--- src/rtl/readout_pkg.sv ---
// Shared definitions for the pixel-matrix readout controller:
// FSM state encoding, default timing constants and a saturating counter helper.
package readout_pkg;

   typedef enum logic [1:0] {
      IDLE  = 2'd0,
      SETUP = 2'd1,
      READ  = 2'd2,
      DRAIN = 2'd3
   } state_t;

   localparam int FRAME_LEN_DEF    = 27;   // 21 data + 6 column address bits
   localparam int FREEZE_SETUP_DEF = 4;
   localparam int DRAIN_LEN_DEF    = 3;
   localparam int MAX_READS_DEF    = 1024;
   localparam int WORD_W           = 16;

   // Increment that sticks at all-ones instead of wrapping.
   function automatic logic [WORD_W-1:0] sat_inc(input logic [WORD_W-1:0] v);
      return (v == {WORD_W{1'b1}}) ? v : v + 1'b1;
   endfunction

endpackage

--- src/rtl/token_sync.sv ---
// Two-flop synchronizer bringing the chip token into the ClkOut domain.
module token_sync (
   input  logic i_clk,
   input  logic i_rst,
   input  logic i_async,
   output logic o_sync
);

   logic r_meta;
   logic r_sync;

   // Double-register the asynchronous token; both flops clear on reset.
   always_ff @(posedge i_clk) begin
      if (i_rst) begin
         r_meta <= 1'b0;
         r_sync <= 1'b0;
      end else begin
         r_meta <= i_async;
         r_sync <= r_meta;
      end
   end

   assign o_sync = r_sync;

endmodule

--- src/rtl/readout_ctrl.sv ---
// Readout controller: freezes the matrix, strobes Read once per serialized
// frame while the token is pending, then drains before releasing Freeze.
// Optional per-window read limit with sticky timeout flag is enabled by
// defining READOUT_CTRL_TIMEOUT_EN.
module readout_ctrl
   import readout_pkg::*;
#(
   parameter int FRAME_LEN    = FRAME_LEN_DEF,
   parameter int FREEZE_SETUP = FREEZE_SETUP_DEF,
   parameter int DRAIN_LEN    = DRAIN_LEN_DEF,
   parameter int MAX_READS    = MAX_READS_DEF
) (
   input  logic              ClkOut,
   input  logic              Reset,
   input  logic              TokenOut,
   input  logic              EnRead,
   output logic              Read,
   output logic              Freeze,
   output logic              Busy,
   output logic [WORD_W-1:0] WordCnt,
   output logic              TimeoutErr
);

   localparam int PH_W = (FRAME_LEN > 1) ? $clog2(FRAME_LEN) : 1;
   localparam int TMAX = (FREEZE_SETUP > DRAIN_LEN) ? FREEZE_SETUP : DRAIN_LEN;
   localparam int TM_W = $clog2(TMAX + 1);

   // The synchronizer latency has to fit inside one frame, and the setup
   // window cannot be empty.
   generate
      if (FRAME_LEN < 4) begin : g_bad_frame_len
         $error("readout_ctrl: FRAME_LEN must be >= 4");
      end
      if (FREEZE_SETUP < 1) begin : g_bad_freeze_setup
         $error("readout_ctrl: FREEZE_SETUP must be >= 1");
      end
      if (MAX_READS < 1) begin : g_bad_max_reads
         $error("readout_ctrl: MAX_READS must be >= 1");
      end
   endgenerate

   state_t            r_state;
   state_t            w_state_nxt;
   logic [PH_W-1:0]   r_phase;
   logic [PH_W-1:0]   w_phase_nxt;
   logic [TM_W-1:0]   r_tmr;
   logic [TM_W-1:0]   w_tmr_nxt;
   logic [WORD_W-1:0] r_word_cnt;
   logic              w_tok_s;
   logic              w_read;
   logic              w_limit;

   token_sync u_token_sync (
      .i_clk   (ClkOut),
      .i_rst   (Reset),
      .i_async (TokenOut),
      .o_sync  (w_tok_s)
   );

   assign w_read = (r_state == READ) && (r_phase == '0);

`ifdef READOUT_CTRL_TIMEOUT_EN
   localparam int RC_W = $clog2(MAX_READS + 1);

   logic [RC_W-1:0] r_rd_cnt;
   logic            r_timeout;

   // Count Reads within one freeze window; flag sticks once the limit is hit.
   always_ff @(posedge ClkOut) begin
      if (Reset) begin
         r_rd_cnt  <= '0;
         r_timeout <= 1'b0;
      end else begin
         if (r_state == IDLE) begin
            r_rd_cnt <= '0;
         end else if (w_read && (r_rd_cnt != RC_W'(MAX_READS))) begin
            r_rd_cnt <= r_rd_cnt + 1'b1;
         end
         if (w_read && (r_rd_cnt == RC_W'(MAX_READS - 1))) begin
            r_timeout <= 1'b1;
         end
      end
   end

   assign w_limit    = (r_rd_cnt >= RC_W'(MAX_READS));
   assign TimeoutErr = r_timeout;
`else
   assign w_limit    = 1'b0;
   assign TimeoutErr = 1'b0;
`endif

   // State and timing counters register.
   always_ff @(posedge ClkOut) begin
      if (Reset) begin
         r_state <= IDLE;
         r_phase <= '0;
         r_tmr   <= '0;
      end else begin
         r_state <= w_state_nxt;
         r_phase <= w_phase_nxt;
         r_tmr   <= w_tmr_nxt;
      end
   end

   // Next-state logic; EnRead and the token are only consulted at frame end
   // so a frame in flight always completes.
   always_comb begin
      w_state_nxt = r_state;
      w_phase_nxt = r_phase;
      w_tmr_nxt   = r_tmr;
      case (r_state)
         IDLE: begin
            w_phase_nxt = '0;
            w_tmr_nxt   = '0;
            if (EnRead && w_tok_s) begin
               w_state_nxt = SETUP;
            end
         end
         SETUP: begin
            if (int'(r_tmr) >= FREEZE_SETUP - 1) begin
               w_state_nxt = READ;
               w_phase_nxt = '0;
               w_tmr_nxt   = '0;
            end else begin
               w_tmr_nxt = r_tmr + 1'b1;
            end
         end
         READ: begin
            if (int'(r_phase) >= FRAME_LEN - 1) begin
               w_phase_nxt = '0;
               if (!(w_tok_s && EnRead && !w_limit)) begin
                  w_state_nxt = DRAIN;
                  w_tmr_nxt   = '0;
               end
            end else begin
               w_phase_nxt = r_phase + 1'b1;
            end
         end
         DRAIN: begin
            if (int'(r_tmr) + 1 >= DRAIN_LEN) begin
               w_state_nxt = IDLE;
               w_tmr_nxt   = '0;
            end else begin
               w_tmr_nxt = r_tmr + 1'b1;
            end
         end
         default: begin
            w_state_nxt = IDLE;
         end
      endcase
   end

   // Total words read since reset, saturating.
   always_ff @(posedge ClkOut) begin
      if (Reset) begin
         r_word_cnt <= '0;
      end else if (w_read) begin
         r_word_cnt <= sat_inc(r_word_cnt);
      end
   end

   assign Read    = w_read;
   assign Freeze  = (r_state != IDLE);
   assign Busy    = (r_state != IDLE);
   assign WordCnt = r_word_cnt;

endmodule

--- config.mk ---
export PLATFORM = sky130hd
export DESIGN_NAME = readout_ctrl
export DESIGN_NICKNAME = d
export VERILOG_FILES = /design/src/rtl/readout_pkg.sv /design/src/rtl/token_sync.sv /design/src/rtl/readout_ctrl.sv
export SDC_FILE = /design/constraint.sdc
export NUM_CORES = 1
export LEC_CHECK = 0
export BUFFER_PORTS_ARGS = -buffer_cell sky130_fd_sc_hd__buf_2
export CAP_MARGIN = 10
export CORE_MARGIN = 4
export CORE_UTILIZATION = 56
export CTS_CLUSTER_SIZE = 20
export DETAILED_ROUTE_END_ITERATION = 7
export GPL_ROUTABILITY_DRIVEN = 0
export PLACE_DENSITY = 0.79
export SYNTH_ARGS = -nofsm -noshare
export SYNTH_HDL_FRONTEND = slang
export SYNTH_SLANG_ARGS = --single-unit
--- constraint.sdc ---
create_clock -name ClkOut -period 2.4 [get_ports ClkOut]
set_input_delay 0.24 -clock ClkOut [delete_from_list [all_inputs] [get_ports ClkOut]]
set_output_delay 0.24 -clock ClkOut [all_outputs]
set_load 0.01 [all_outputs]
==> flow_summary.rst <==
.. list-table::
   :header-rows: 1

   * - Metric
     - Value
   * - Clock Latency Late Sink
     - between 300 and 400 ps
   * - Placeable core region
     - ~2600 sq um
   * - Mean instance size in the synthesized netlist
     - approximately 8.7 sq um
   * - Via/cell ratio
     - approximately 6.3
   * - Worst Max-Slew Pin Slew
     - just under 800 ps
   * - Final max-slew violation count
     - 0
   * - Ratio of total power to cell area
     - around 630 nW/um^2
   * - Number of H-tree levels
     - 1
   * - Share of synthesized flip-flops with an asynchronous set or reset
     - 0
   * - TritonCTS clock tree
     - done
   * - Top-area cell type share of the netlist area
     - 0.3575
   * - Most frequent cell after synthesis
     - sky130_fd_sc_hd__dfxtp_1
   * - Drt wl/cell
     - approximately 14 microns
   * - Number of warnings reported in the yosys synthesis log
     - 0
   * - Num rows
     - 18
   * - Number of I/O pins
     - 24
   * - First-pass GRT wire length
     - roughly 5.6 mm
   * - Final critical path time including I/O delays and setup
     - 1983 ps
   * - Endpoint kind of the worst setup timing path
     - flip-flop
   * - Number of violations of the max-capacitance limit
     - 0
   * - Switching power as a share of total power
     - 0.2962
   * - Setup repair after global routing missed its margin
     - no
   * - Top cell type by total area after synthesis
     - sky130_fd_sc_hd__dfxtp_1
   * - Portion of total power attributed to combinational logic
     - 0.240
   * - Total nets after synthesis
     - a little under 200
   * - Length of the first detailed-routing pass in iterations
     - 4
   * - Total negative setup slack
     - 0 ps
   * - Die outline area
     - roughly 3700 sq um
   * - Buffer depth of the longest clock path
     - 2
   * - Data required time of the critical path
     - about 2700 ps
   * - Distinct cell type count of the synthesized netlist
     - 44
   * - Area used by sequential logic in the layout
     - between 500 and 600 sq um
   * - Number of antenna cells inserted
     - 0
   * - Peak supply drop
     - 0.4765 mV
   * - Number of routed nets with antenna violations
     - 0
   * - Post-CTS Resized
     - 0
   * - Via Count
     - 1463
   * - Final layout net count
     - 218
   * - Die X-Extent
     - slightly above 60 microns
   * - Starting density of the core
     - 0.6106
   * - Clock Power Share
     - 0.290
   * - Share of the cycle needed by the critical path after routing
     - 0.8261
   * - Max_slew headroom
     - 0.4680
   * - Leakage component of the power
     - ~0.68 nW
   * - Final Hold Violating Endpoints
     - 0
   * - Primary flip-flop cell chosen by synthesis mapping
     - sky130_fd_sc_hd__dfxtp_1
   * - Synth Register Bits
     - 28
   * - Initial antenna violation count
     - 0
   * - Class of the most critical hold timing path
     - input port to flip-flop
   * - Clock buffer count from CTS
     - 3
   * - Arrival time of the worst setup path
     - between 2000 and 2500 ps
   * - Violation count after the first detailed-route iteration
     - 100
   * - Cell-internal power
     - 0.0007684 W
   * - Clock root buffer master
     - sky130_fd_sc_hd__clkbuf_4
   * - Type of origin of the critical path
     - flip-flop
   * - Part of the Yosys area used for sequential elements
     - 0.3575
   * - Detailed placement HPWL
     - about 2.4 mm
   * - Cell count after synthesis
     - about 180
   * - Post-layout power
     - about 0.0011 W
   * - Drc violations
     - 0
   * - Layout cell share with drive strength beyond 1
     - 0.1584
   * - Number of global-route vias before repair
     - ~1300
   * - Crit Path Max Fanout
     - 6
   * - Total wire length
     - about 3.4 mm
   * - Commonest cells in the netlist
     - sky130_fd_sc_hd__dfxtp_1 (28), sky130_fd_sc_hd__a21oi_1 (19), sky130_fd_sc_hd__inv_1 (12), sky130_fd_sc_hd__nand2_1 (12), sky130_fd_sc_hd__ha_1 (11)
   * - Filler cells
     - around 200
   * - Type of the setup path with the least slack
     - flip-flop to flip-flop
   * - Area growth, synth to finish
     - 10.77%
   * - Area occupied by multi-input gates
     - about 900 sq um
   * - Net switching power figure
     - 0.0003234 W
   * - # Post-CTS Setup Buffers
     - 0
   * - Count of flip-flops with a built-in enable after synthesis
     - 0
   * - Post-synth design cell area
     - ~1600 sq um
   * - Clock transition at path regs
     - 160 ps
   * - Final clock skew
     - about 14 ps
   * - Cell types with the largest area share after synthesis
     - sky130_fd_sc_hd__dfxtp_1 (36%), sky130_fd_sc_hd__ha_1 (8.8%), sky130_fd_sc_hd__a21oi_1 (6.1%)
   * - Hold-fix buffer count after cts
     - 0
   * - Sequential share of power
     - 0.471
   * - Maximum frequency from static timing analysis
     - just over 500 MHz
   * - Pin count of the biggest net entering global routing
     - 23
   * - Overall overflow remaining after global route
     - 0
   * - Instance count after placement with tap cells included
     - 228
   * - Total number of clock tree sinks
     - 28
   * - Vertical die dimension
     - between 60 and 70 microns
   * - Result of the run
     - finished clean
   * - Total track usage
     - 0.1988
   * - Port bufs
     - 22
   * - Final instance count without filler cells
     - 232
   * - Number of failing setup endpoints in the final timing report
     - 0
==> worst paths after layout <==
kind	from	endpoint	slack, ps	cells after the start
hold / removal	TokenOut	u_token_sync.r_meta	110	2
setup / recovery	r_tmr[0]	r_phase[3]	420	6
hold reg to reg	u_token_sync.r_meta	u_token_sync.o_sync	480	1
setup reg to reg	r_tmr[0]	r_phase[3]	420	6
==> placed cells by master, fill, tap and decap left out, types with 3 or more instances in the layout <==
master                      n
sky130_fd_sc_hd__o311ai_0   3
sky130_fd_sc_hd__nand2_1   12
sky130_fd_sc_hd__dfxtp_1   28
sky130_fd_sc_hd__clkbuf_4   3
sky130_fd_sc_hd__ha_1      11
sky130_fd_sc_hd__inv_1     12
sky130_fd_sc_hd__o41ai_1    3
sky130_fd_sc_hd__nor3_1     4
sky130_fd_sc_hd__o21ai_0    8
sky130_fd_sc_hd__nand3_1    7
sky130_fd_sc_hd__buf_2     22
sky130_fd_sc_hd__a21oi_1   19
sky130_fd_sc_hd__o21a_1     3
sky130_fd_sc_hd__nor2_1     6
sky130_fd_sc_hd__or3_1      4
sky130_fd_sc_hd__nand4_1    6
sky130_fd_sc_hd__and4_1     4
sky130_fd_sc_hd__or4_1     10
sky130_fd_sc_hd__o31ai_1    7
==> registers in the layout, indices dropped and copies added (netlist names) <==
name / cells
WordCnt: 16
r_phase: 5
r_tmr: 3
r_state: 2
u_token_sync.o_sync: 1
u_token_sync.r_meta: 1
==> worst max-delay path: stages (launching register included) <==
cell and delay, ps:
sky130_fd_sc_hd__dfxtp_1 380, sky130_fd_sc_hd__ha_1 210, sky130_fd_sc_hd__ha_1 190, sky130_fd_sc_hd__or3b_2 470, sky130_fd_sc_hd__o21ai_0 270, sky130_fd_sc_hd__o21ai_0 240
sky130_fd_sc_hd__a21oi_1 170
==> per-layer routing <==
metal  part of all wire  track usage  vias to the layer above
met2               0.47       0.3405                       53
met3              0.056      0.02766                        5
li1                   -            -                      725
met1               0.45       0.2461                      680
met4              0.016      0.08978                        0
met5                  0            0                        -
==> cell families (layout without fill, tap and decap cells) <==
family          after synthesis  after routing  share of synthesized area
mux                           2              2                    0.01277
simple gates                 70             70                     0.2753
flops                        28             28                     0.3575
fa+ha+maj                    11             11                    0.08779
xor+xnor                      2              2                    0.01118
other cells                   1              1                   0.002392
buf+inv                      18             39                    0.05347
compound gates               49             49                     0.1995
==> power groups by stage <==
| stage | logic, W | clock network, W | registers, W |
|---|---|---|---|
| floorplan | 0.000212 | 0 | 0.000518 |
| global placement | 0.000249 | 0 | 0.000520 |
| detailed placement | 0.000256 | 0 | 0.000524 |
| CTS | 0.000260 | 0.000322 | 0.000514 |
| global route | 0.000292 | 0.000336 | 0.000518 |
| finish | 0.000262 | 0.000316 | 0.000514 |
==> cell type report <==
cell class / instances / area share
clock inverter: 1 / 0.01729
inverter: 12 / 0.02594
multi-input combinational: 135 / 0.5317
clock buffer: 3 / 0.01297
tap: 30 / 0.02161
sequential: 28 / 0.3228
timing repair buffer: 23 / 0.06772
==> stage by stage <==
step / setup slack [ps] / instance area, sq um / hold WS (ps) / utilization
final: 417.4 / 1737 / 112.8 / 0.6764
after global placement: 564.5 / 1684 / 432.7 / 0.6559
after global routing: 284.5 / 1737 / 138.8 / 0.6764
after CTS: 424.0 / 1737 / 114.5 / 0.6764
after detailed placement: 452.3 / 1684 / 437.8 / 0.6559
after floorplan: 589.4 / 1568 / 342.6 / -
Power figures use the tool's default switching activity.
